### config.mk
export PLATFORM = sky130hd
export DESIGN_NAME = iv_path_sequencer_flat
export DESIGN_NICKNAME = d
export VERILOG_FILES = /design/src/rtl/iv_path_sequencer_pkg.sv /design/src/rtl/iv_path_sequencer_if.sv /design/src/rtl/iv_path_sequencer_boi.sv /design/src/rtl/iv_path_sequencer.sv /design/src/flat_wrapper.sv
export SDC_FILE = /design/constraint.sdc
export NUM_CORES = 1
export LEC_CHECK = 0
export BUFFER_PORTS_ARGS = -buffer_cell sky130_fd_sc_hd__buf_2
export CAP_MARGIN = 20
export CORE_MARGIN = 4
export CORE_UTILIZATION = 35
export DETAILED_ROUTE_END_ITERATION = 6
export PLACE_DENSITY_LB_ADDON = 0.12
export SYNTH_ARGS = -nofsm -noshare
export SYNTH_HDL_FRONTEND = slang
export SYNTH_SLANG_ARGS = --single-unit
### constraint.sdc
create_clock -name Clock -period 5.3 [get_ports Clock]
set_clock_uncertainty 0.05 [all_clocks]
set_input_delay 0.265 -clock Clock [delete_from_list [all_inputs] [get_ports Clock]]
set_output_delay 0.265 -clock Clock [all_outputs]
set_load 0.1 [all_outputs]
### src/rtl/iv_path_sequencer_pkg.sv
// Shared state encoding and sizing helpers for the IV path sequencer.
package iv_path_sequencer_pkg;

    typedef enum logic [1:0] {
        IDLE    = 2'd0,
        FILL    = 2'd1,
        VERIFY  = 2'd2,
        RELEASE = 2'd3
    } pathState_t;

    localparam int DefORAML      = 10;
    localparam int DefBktBursts  = 5;
    localparam int DefPathBursts = (DefORAML + 1) * DefBktBursts;

    function automatic int pathBursts(input int oraml, input int bktBursts);
        return (oraml + 1) * bktBursts;
    endfunction

endpackage

### src/rtl/iv_path_sequencer_if.sv
// Path and bucket-of-interest handshake bundle between the sequencer,
// the DRAM read side and the integrity verifier.
interface iv_path_sequencer_if #(
    parameter int ORAML = 10
);
    localparam int LvlW = $clog2(ORAML + 1);

    logic            FillValid;
    logic            PathStart;
    logic            PathReady;
    logic            PathDone;
    logic            PathRelease;
    logic            ROIValid;
    logic            ROIReady;
    logic [LvlW-1:0] ROILevelIn;
    logic [63:0]     ROIBVIn;
    logic [ORAML:0]  ROIBIDIn;
    logic            BOIReady;
    logic [LvlW-1:0] ROILevel;
    logic [63:0]     ROIBV;
    logic [ORAML:0]  ROIBID;
    logic            BOIDone;
    logic            SeqError;

    modport master (
        output FillValid, PathStart, PathDone,
        output ROIValid, ROILevelIn, ROIBVIn, ROIBIDIn, BOIDone,
        input  PathReady, PathRelease, ROIReady, BOIReady,
        input  ROILevel, ROIBV, ROIBID, SeqError
    );

    modport slave (
        input  FillValid, PathStart, PathDone,
        input  ROIValid, ROILevelIn, ROIBVIn, ROIBIDIn, BOIDone,
        output PathReady, PathRelease, ROIReady, BOIReady,
        output ROILevel, ROIBV, ROIBID, SeqError
    );

endinterface

### src/rtl/iv_path_sequencer_boi.sv
// Bucket-of-interest latch: one outstanding request, descriptor held
// until the verifier reports done (not before two cycles after BOIReady).
module iv_boi_latch
    import iv_path_sequencer_pkg::*;
#(
    parameter int LvlW = 4,
    parameter int BidW = 11
) (
    input  logic            Clock,
    input  logic            Reset,
    input  logic            ROIValid,
    output logic            ROIReady,
    input  logic [LvlW-1:0] levelIn,
    input  logic [63:0]     bvIn,
    input  logic [BidW-1:0] bidIn,
    output logic            BOIReady,
    output logic [LvlW-1:0] level,
    output logic [63:0]     bv,
    output logic [BidW-1:0] bid,
    input  logic            BOIDone,
    output logic            busy
);

    logic [1:0] age;

    assign ROIReady = !busy;

    always_ff @(posedge Clock or negedge Reset) begin
        if (!Reset) begin
            busy     <= 1'b0;
            BOIReady <= 1'b0;
            age      <= 2'd0;
            level    <= '0;
            bv       <= '0;
            bid      <= '0;
        end else begin
            BOIReady <= 1'b0;
            if (ROIValid && !busy) begin
                level    <= levelIn;
                bv       <= bvIn;
                bid      <= bidIn;
                busy     <= 1'b1;
                BOIReady <= 1'b1;
                age      <= 2'd0;
            end else if (busy) begin
                // age saturates at 2: BOIDone only counts once the verifier settled
                if (BOIDone && age == 2'd2)
                    busy <= 1'b0;
                else if (age != 2'd2)
                    age <= age + 2'd1;
            end
        end
    end

endmodule

### src/rtl/iv_path_sequencer.sv
// Path buffer sequencer: fill -> verify -> release FSM plus BOI channel.
// Optional IV watchdog enabled by defining IVSEQ_WATCHDOG_EN.
module iv_path_sequencer
    import iv_path_sequencer_pkg::*;
#(
    parameter int ORAML            = 10,
    parameter int BktSize_DRBursts = 5,
    parameter int TimeoutCycles    = 4096
) (
    input  logic Clock,
    input  logic Reset,
    iv_path_sequencer_if.slave io
);

    localparam int PathBursts = pathBursts(ORAML, BktSize_DRBursts);
    localparam int CntW       = $clog2(PathBursts + 1);
    localparam int LvlW       = $clog2(ORAML + 1);
    localparam logic [CntW-1:0] LastBurst = CntW'(PathBursts - 1);

    if (TimeoutCycles < 1) begin : gBadTimeout
        $error("TimeoutCycles must be at least 1");
    end

    pathState_t      state, stateNext;
    logic [CntW-1:0] burstCnt, burstCntNext;
    logic            settled;
    logic            seqErr;
    logic            errSet;
    logic            pathReady, pathRelease;
    logic            boiBusy;
    logic            hold;
    logic            wdHit;

`ifdef IVSEQ_WATCHDOG_EN
    localparam int WdW = $clog2(TimeoutCycles + 1);

    logic [WdW-1:0] wdCnt;
    logic           wdActive;
    logic           timedOut;

    assign wdActive = (state == VERIFY) || boiBusy;
    assign wdHit    = wdActive && !timedOut &&
                      (wdCnt == WdW'(TimeoutCycles - 1));
    assign hold     = timedOut;

    always_ff @(posedge Clock or negedge Reset) begin
        if (!Reset) begin
            wdCnt    <= '0;
            timedOut <= 1'b0;
        end else begin
            if (!wdActive)
                wdCnt <= '0;
            else if (!timedOut)
                wdCnt <= wdCnt + WdW'(1);
            if (wdHit)
                timedOut <= 1'b1;
        end
    end
`else
    assign wdHit = 1'b0;
    assign hold  = 1'b0;
`endif

    always_comb begin
        stateNext    = state;
        burstCntNext = burstCnt;
        errSet       = 1'b0;
        pathReady    = 1'b0;
        pathRelease  = 1'b0;
        unique case (state)
            IDLE: begin
                if (io.PathStart) begin
                    stateNext    = FILL;
                    burstCntNext = '0;
                end
            end
            FILL: begin
                errSet = io.PathStart;
                if (io.FillValid) begin
                    burstCntNext = burstCnt + CntW'(1);
                    if (burstCnt == LastBurst) begin
                        stateNext = VERIFY;
                        pathReady = 1'b1;
                    end
                end
            end
            VERIFY: begin
                errSet = io.PathStart || io.FillValid;
                if (io.PathDone && settled)
                    stateNext = RELEASE;
            end
            RELEASE: begin
                errSet      = io.PathStart || io.FillValid;
                pathRelease = 1'b1;
                stateNext   = IDLE;
            end
            default: stateNext = IDLE;
        endcase
        // a timed-out sequencer freezes in place and emits no pulses
        if (hold) begin
            stateNext    = state;
            burstCntNext = burstCnt;
            pathReady    = 1'b0;
            pathRelease  = 1'b0;
        end
    end

    always_ff @(posedge Clock or negedge Reset) begin
        if (!Reset) begin
            state    <= IDLE;
            burstCnt <= '0;
            settled  <= 1'b0;
            seqErr   <= 1'b0;
        end else begin
            state    <= stateNext;
            burstCnt <= burstCntNext;
            settled  <= (state == VERIFY);
            if (errSet || wdHit)
                seqErr <= 1'b1;
        end
    end

    assign io.PathReady   = pathReady;
    assign io.PathRelease = pathRelease;
    assign io.SeqError    = seqErr;

    iv_boi_latch #(
        .LvlW (LvlW),
        .BidW (ORAML + 1)
    ) uBoi (
        .Clock    (Clock),
        .Reset    (Reset),
        .ROIValid (io.ROIValid),
        .ROIReady (io.ROIReady),
        .levelIn  (io.ROILevelIn),
        .bvIn     (io.ROIBVIn),
        .bidIn    (io.ROIBIDIn),
        .BOIReady (io.BOIReady),
        .level    (io.ROILevel),
        .bv       (io.ROIBV),
        .bid      (io.ROIBID),
        .BOIDone  (io.BOIDone),
        .busy     (boiBusy)
    );

endmodule

### src/flat_wrapper.sv
// flat-port wrapper written by rule: the top's interface ports become plain ports
module iv_path_sequencer_flat import iv_path_sequencer_pkg::*;
#(
    parameter int ORAML            = 10,
    parameter int BktSize_DRBursts = 5,
    parameter int TimeoutCycles    = 4096
)
  (Clock, Reset, io_FillValid, io_PathStart, io_PathDone, io_ROIValid, io_ROILevelIn, io_ROIBVIn, io_ROIBIDIn, io_BOIDone, io_PathReady, io_PathRelease, io_ROIReady, io_BOIReady, io_ROILevel, io_ROIBV, io_ROIBID, io_SeqError);
  iv_path_sequencer_if #(.ORAML(ORAML)) io_i ();
  input  logic Clock;
  input  logic Reset;
  input wire logic [$bits(io_i.FillValid)-1:0] io_FillValid;
  input wire logic [$bits(io_i.PathStart)-1:0] io_PathStart;
  input wire logic [$bits(io_i.PathDone)-1:0] io_PathDone;
  input wire logic [$bits(io_i.ROIValid)-1:0] io_ROIValid;
  input wire logic [$bits(io_i.ROILevelIn)-1:0] io_ROILevelIn;
  input wire logic [$bits(io_i.ROIBVIn)-1:0] io_ROIBVIn;
  input wire logic [$bits(io_i.ROIBIDIn)-1:0] io_ROIBIDIn;
  input wire logic [$bits(io_i.BOIDone)-1:0] io_BOIDone;
  output wire logic [$bits(io_i.PathReady)-1:0] io_PathReady;
  output wire logic [$bits(io_i.PathRelease)-1:0] io_PathRelease;
  output wire logic [$bits(io_i.ROIReady)-1:0] io_ROIReady;
  output wire logic [$bits(io_i.BOIReady)-1:0] io_BOIReady;
  output wire logic [$bits(io_i.ROILevel)-1:0] io_ROILevel;
  output wire logic [$bits(io_i.ROIBV)-1:0] io_ROIBV;
  output wire logic [$bits(io_i.ROIBID)-1:0] io_ROIBID;
  output wire logic [$bits(io_i.SeqError)-1:0] io_SeqError;
  assign io_i.FillValid = io_FillValid;
  assign io_i.PathStart = io_PathStart;
  assign io_i.PathDone = io_PathDone;
  assign io_i.ROIValid = io_ROIValid;
  assign io_i.ROILevelIn = io_ROILevelIn;
  assign io_i.ROIBVIn = io_ROIBVIn;
  assign io_i.ROIBIDIn = io_ROIBIDIn;
  assign io_i.BOIDone = io_BOIDone;
  assign io_PathReady = io_i.PathReady;
  assign io_PathRelease = io_i.PathRelease;
  assign io_ROIReady = io_i.ROIReady;
  assign io_BOIReady = io_i.BOIReady;
  assign io_ROILevel = io_i.ROILevel;
  assign io_ROIBV = io_i.ROIBV;
  assign io_ROIBID = io_i.ROIBID;
  assign io_SeqError = io_i.SeqError;
  iv_path_sequencer #(.ORAML(ORAML), .BktSize_DRBursts(BktSize_DRBursts), .TimeoutCycles(TimeoutCycles)) u_core (.Clock(Clock), .Reset(Reset), .io(io_i));
endmodule
# Yosys cells after proc, flatten, opt, wreduce, memory -nomap -nowiden
# Cells that the tools add are included.
[totals] regBits=93 in_bits=86 out_inout_bits=84
[classes] addsub=2 eq_ne=11 muxes=21 reduce_logical=13
[ops] operator="two-way mux 2 bit" n=8
[ops] operator="two-way mux 6 bit" n=2
[ops] operator="case mux 6 bit (2 select lines)" n=1
[ops] operator="two-way mux 1 bit" n=8
[ops] operator="!= test 2 bit, second input constant" n=4
[ops] operator="case mux 2 bit (4 select lines)" n=1
[ops] operator="adder 6 x 1 -> 6 bit, second input constant" n=1
[ops] operator="== test 2 bit, second input constant" n=3
[ops] operator="== test 6 bit, second input constant" n=1
[ops] operator="AND reduction 3 bit" n=2
[ops] operator="nonzero test 2 bit" n=3
[ops] operator="!= test 2 x 1 -> 1 bit, second input constant" n=2
[ops] operator="AND reduction 4 bit" n=1
[ops] operator="logical AND 1 bit" n=3
[ops] operator="adder 2 x 1 -> 2 bit, second input constant" n=1
[ops] operator="== test 2 x 1 -> 1 bit, second input constant" n=1
[ops] operator="logical NOT 2 bit" n=1
[ops] operator="case mux 1 bit (2 select lines)" n=1
[ops] operator="OR reduction 2 bit" n=1
[ops] operator="logical NOT 1 bit" n=1
[ops] operator="logical OR 1 bit" n=1

# Longest topological paths before layout
[logic_depth] ltp_word=5 ltp_mapped=7 ltp_nobuf=6

# Modules after synthesis
# Synthesis repeated with hierarchy kept, for this count alone.
[unflattened] cells_unflattened=254 hier_area_um2=4210.3
[modules_own_cells] module="iv_boi_latch" instances=1 cells_per_inst=182 area_each_um2=3522.1 seq_area_each_um2=2077.0
[modules_own_cells] module="iv_path_sequencer" instances=1 cells_per_inst=72 area_each_um2=688.2 seq_area_each_um2=250.2

# Worst setup path after synthesis
# Ideal clock, no wire load.
[synth_timing] path_type="register to output" startpoint="reg u_core.burstCnt[0]" endpoint="out io_PathReady" arrival_ns=2.275 path_slack_ns=2.710 stages_incl_launch_ff=6 path_cell_list="dfrtp_1 inv_1 ha_1 nand2_1 or3_4 nor2_1"
[synth_between] elab_chain_cells=4
[synth_rtl] element="from (decl)" line="iv_path_sequencer.sv:25" rtl="logic [CntW-1:0] burstCnt, burstCntNext;"
[synth_rtl] element="from (signal assigned)" line="iv_path_sequencer.sv:116" rtl="burstCnt <= burstCntNext;"
[synth_rtl] element="== test 6 bit" line="iv_path_sequencer.sv:81" rtl="if (burstCnt == LastBurst) begin"
[synth_rtl] element="two-way mux 1 bit" line="iv_path_sequencer.sv:81"
[synth_rtl] element="two-way mux 1 bit" line="iv_path_sequencer.sv:79" rtl="if (io.FillValid) begin"
[synth_rtl] element="two-way mux 1 bit" line="iv_path_sequencer.sv:70" rtl="unique case (state)"
[synth_rtl] element="to (decl)" line="flat_wrapper.sv:20" rtl="output wire logic [$bits(io_i.PathReady)-1:0] io_PathReady;"
# No other way between the ends.

# Worst setup path after layout
[layout_timing] startpoint="reg u_core.state[1]" endpoint="out io_PathReady"
[layout_between] elab_chain_cells=2
[layout_rtl] element="from (decl)" line="iv_path_sequencer.sv:24" rtl="pathState_t state, stateNext;"
[layout_rtl] element="from (signal assigned)" line="iv_path_sequencer.sv:115" rtl="state <= stateNext;"
[layout_rtl] element="== test 2 x 1 -> 1 bit" line="iv_path_sequencer.sv:70"
[layout_rtl] element="two-way mux 1 bit" line="iv_path_sequencer.sv:70"
# No other way between the ends.

==> metrics.md <==
| Metric | Value |
|---|---|
| Period Utilization, post-route | `47.6%` |
| Setup fix buffers added after clock tree synthesis | `0` |
| Die width | `~110 um` |
| Total Neg Setup Slack | `0 ps` |
| Pin count of the biggest net entering global routing | `between 50 and 60` |
| Weighted congestion reported at the end of routability-driven placement | `~0.75` |
| Non-Filler Instances | `around 570` |
| Total number of vias | `2,669` |
| Num CTS Buffers | `9` |
| Setup Viol. Count Final | `0` |
| Clock tree from TritonCTS | `built` |
| FFs w/ async S/R, synth | `between 90% and 100%` |
| Req. time, crit path | `~5000 ps` |
| Cell at the root of the clock tree | `clkbuf_8` |
| FF+latch area | `2330 um^2` |
| Layout Nets | `526` |
| Gate count after technology mapping | `between 200 and 300` |
| Maximum buffer depth of the clock tree | `2` |
| Clock edge transition at the registers on the reported setup and hold paths | `around 110 ps` |
| Total number of placement rows | `37` |
| Setup repair after global routing missed its margin | `false` |
| Combined global-route utilization of all metal layers | `around 14%` |
| WS Path Type | `reg -> out` |
| Synth Flop Type | `dfrtp_1` |
| Number of unique standard cell types used by synthesis | `34` |
| Total global routing overflow | `0` |
| Min Clock Period, post-route | `2520 ps` |
| Via-to-Cell Ratio | `around 4.6` |
| Post_cts resized | `0` |
| Slew at the pin closest to its max-slew limit | `approximately 640 ps` |
| H-tree depth | `3` |
| Element type at the critical path end | `output pin` |
| Number of filler cells placed in the layout | `991` |
| Layout cells sized above 1 | `~50%` |
| Remaining antenna violation count after routing | `0` |
| Post-synthesis average cell area | `14.6 um^2` |
| Number of inserted diodes | `0` |
| IO buf count | `roughly 170` |
| DR DRC count | `0` |
| Fmax achieved | `397 MHz` |
| Starting density of the core | `36.3%` |
| IO Count | `170` |
| Max-cap viol count | `0` |
| Number of global-route vias before repair | `between 2,000 and 3,000` |
| Fin. Hold Viols | `0` |
| Post-synthesis register bit count | `93` |
| Die area | `12,500 um^2` |
| Seq/Total Area, Yosys | `between 60 and 70%` |
| DRT Pass-1 Iters | `4` |
| Synth top area share | `just over 60%` |
| Critical Path Start Type | `flop` |
| Synthesis Warnings | `0` |
| Insertion delay of the later-clocked pin in the worst-skew pair | `350 ps` |
| Floorplan Core Area | `10,400 um^2` |
| Wire length of the first global-routing pass | `14,300 um` |
| Relative area change from synthesis to final layout | `32.3%` |
| Post-synth EDFFs | `0` |
| Worst endpoint data arrival time | `2210 ps` |
| Sinks on Clock Net | `93` |
| Worst Hold Class | `in -> reg` |
| Number of nets produced by synthesis | `between 300 and 400` |
| Cell types occupying the most area after synthesis | `dfrtp_1, mux2_1, mux2_2` |
| Post-synthesis instance area | `approximately 3800 um^2` |
| Cell type with the largest total area after synthesis | `dfrtp_1` |
| Placed Cells | `556` |
| Final wirelength | `about 8700 um` |
| DRC violation total after the first TritonRoute iteration | `between 50 and 60` |
| Run status | `completed` |
| Vertical die dimension | `about 110 um` |
| Antenna violations before repair | `0` |
| Placed wire-length estimate after detailed placement | `around 6500 um` |
| Pins Over Slew Limit | `0` |
| Critical-path maximum fanout | `14` |
| Drt wl/cell | `15.1 um` |
| Worst slew margin relative to its limit | `around 57%` |
| Area used by multi-input combinational logic | `~1400 um^2` |
[cell families (layout without fill, tap and decap cells)]
family | Yosys count | after routing | share of synthesized area [%]
adders and majority gates | 7 | 7 | 2.31
and+or+nand+nor | 37 | 37 | 5.29
DFF | 93 | 93 | 61.5
muxes | 83 | 83 | 24.7
buffers and inverters | 17 | 195 | 1.95
AOI/OAI and AO/OA | 23 | 23 | 4.26
[timing repair]
action                     CTS  global route
hold endpoints to repair    42             0
hold buffers                 1             0
setup endpoints to repair    0             0
[path summary, 6_finish.rpt]
kind | from | endpoint | slack [ps] | depth (start not counted)
setup / recovery | u_core.state[1]$_DFFE_PN0P_ | io_PathReady | 2780 | 5
hold / removal | io_ROIBVIn[6] | u_core.uBoi.bv[6]$_DFFE_PN0P_ | 70 | 2
min in group asynchronous | Reset | u_core.uBoi.bv[52]$_DFFE_PN0P_ | 390 | 2
max in group asynchronous | Reset | u_core.uBoi.level[1]$_DFFE_PN0P_ | 3740 | 3
hold reg to reg | u_core.uBoi.age[0]$_DFFE_PN0P_ | u_core.uBoi.age[0]$_DFFE_PN0P_ | 400 | 1
setup reg to reg | u_core.burstCnt[0]$_DFFE_PN0P_ | u_core.state[1]$_DFFE_PN0P_ | 3370 | 6
[final cells by class]
| cell class | count | share of cell area (%) |
|---|---|---|
| Sequential cell | 93 | 46.5 |
| Clock inverter | 7 | 1.60 |
| Clock buffer | 9 | 2.47 |
| Tap cell | 136 | 3.40 |
| Inverter | 6 | 0.450 |
| Multi-Input combinational cell | 150 | 27.8 |
| Timing Repair Buffer | 173 | 17.8 |
[Yosys cell counts, types with 2 or more instances]
cell      count
nand4_1       2
and4_1        2
mux2i_1       3
o21ai_0       8
a21oi_1       6
mux2_2       26
nand2_1       7
nor2b_1       4
inv_1         6
nor2_1        9
buf_2         8
ha_1          7
clkbuf_1      3
nand3_1       3
mux2_1       53
dfrtp_1      93
nor3_1        3
[critical path, stage by stage (launching register included)]
cell and delay, ps:
dfrtp_1 420, inv_1 90, ha_1 530, inv_1 230, nor2_1 150, buf_2 430
[routing by layer]
layer / up-vias / share of wire (%) / GRT usage [%]
met1: 1293 / 43 / 18.1
met4: 0 / 1.7 / 4.57
li1: 1264 / - / -
met5: - / 0 / 0
met2: 100 / 48 / 23.0
met3: 12 / 7.4 / 4.51
[state kept, by name (all words and copies together), names as in the netlist]
register	flops
u_core.uBoi.bid	11
u_core.uBoi.bv	64
u_core.io.SeqError	1
u_core.uBoi.level	4
u_core.state	2
u_core.settled	1
u_core.burstCnt	6
u_core.uBoi.busy	1
u_core.uBoi.BOIReady	1
u_core.uBoi.age	2
[layout by cell type, fill, tap and decap left out, types with 2 or more instances in the layout]
cell	netlist	final
inv_1	6	6
a21oi_1	6	6
nor2b_1	4	3
nand4_1	2	2
nor2_1	9	9
buf_2	8	168
and4_1	2	2
mux2_2	26	26
o21ai_0	8	8
dfrtp_1	93	93
buf_4	0	3
ha_1	7	7
nor3_1	3	3
nand2_1	7	7
clkbuf_8	0	9
mux2_1	53	53
mux2i_1	3	3
inv_6	0	3
nand3_1	3	3
[stage by stage]
step	setup slack [ps]	utilization (%)	hold slack (ps)	area, um^2
floorplan	2710	-	-80.6	3780
global placement	2770	45.8	245	4770
detailed placement	2720	45.8	248	4770
CTS	2710	47.9	46.6	4990
global route	2570	48.1	40.5	5010
finish	2780	48.1	67.7	5010
Power is left out: the tool's default activity adds up to more than one toggle a clock period on the data nets, which glitch-free logic cannot reach.
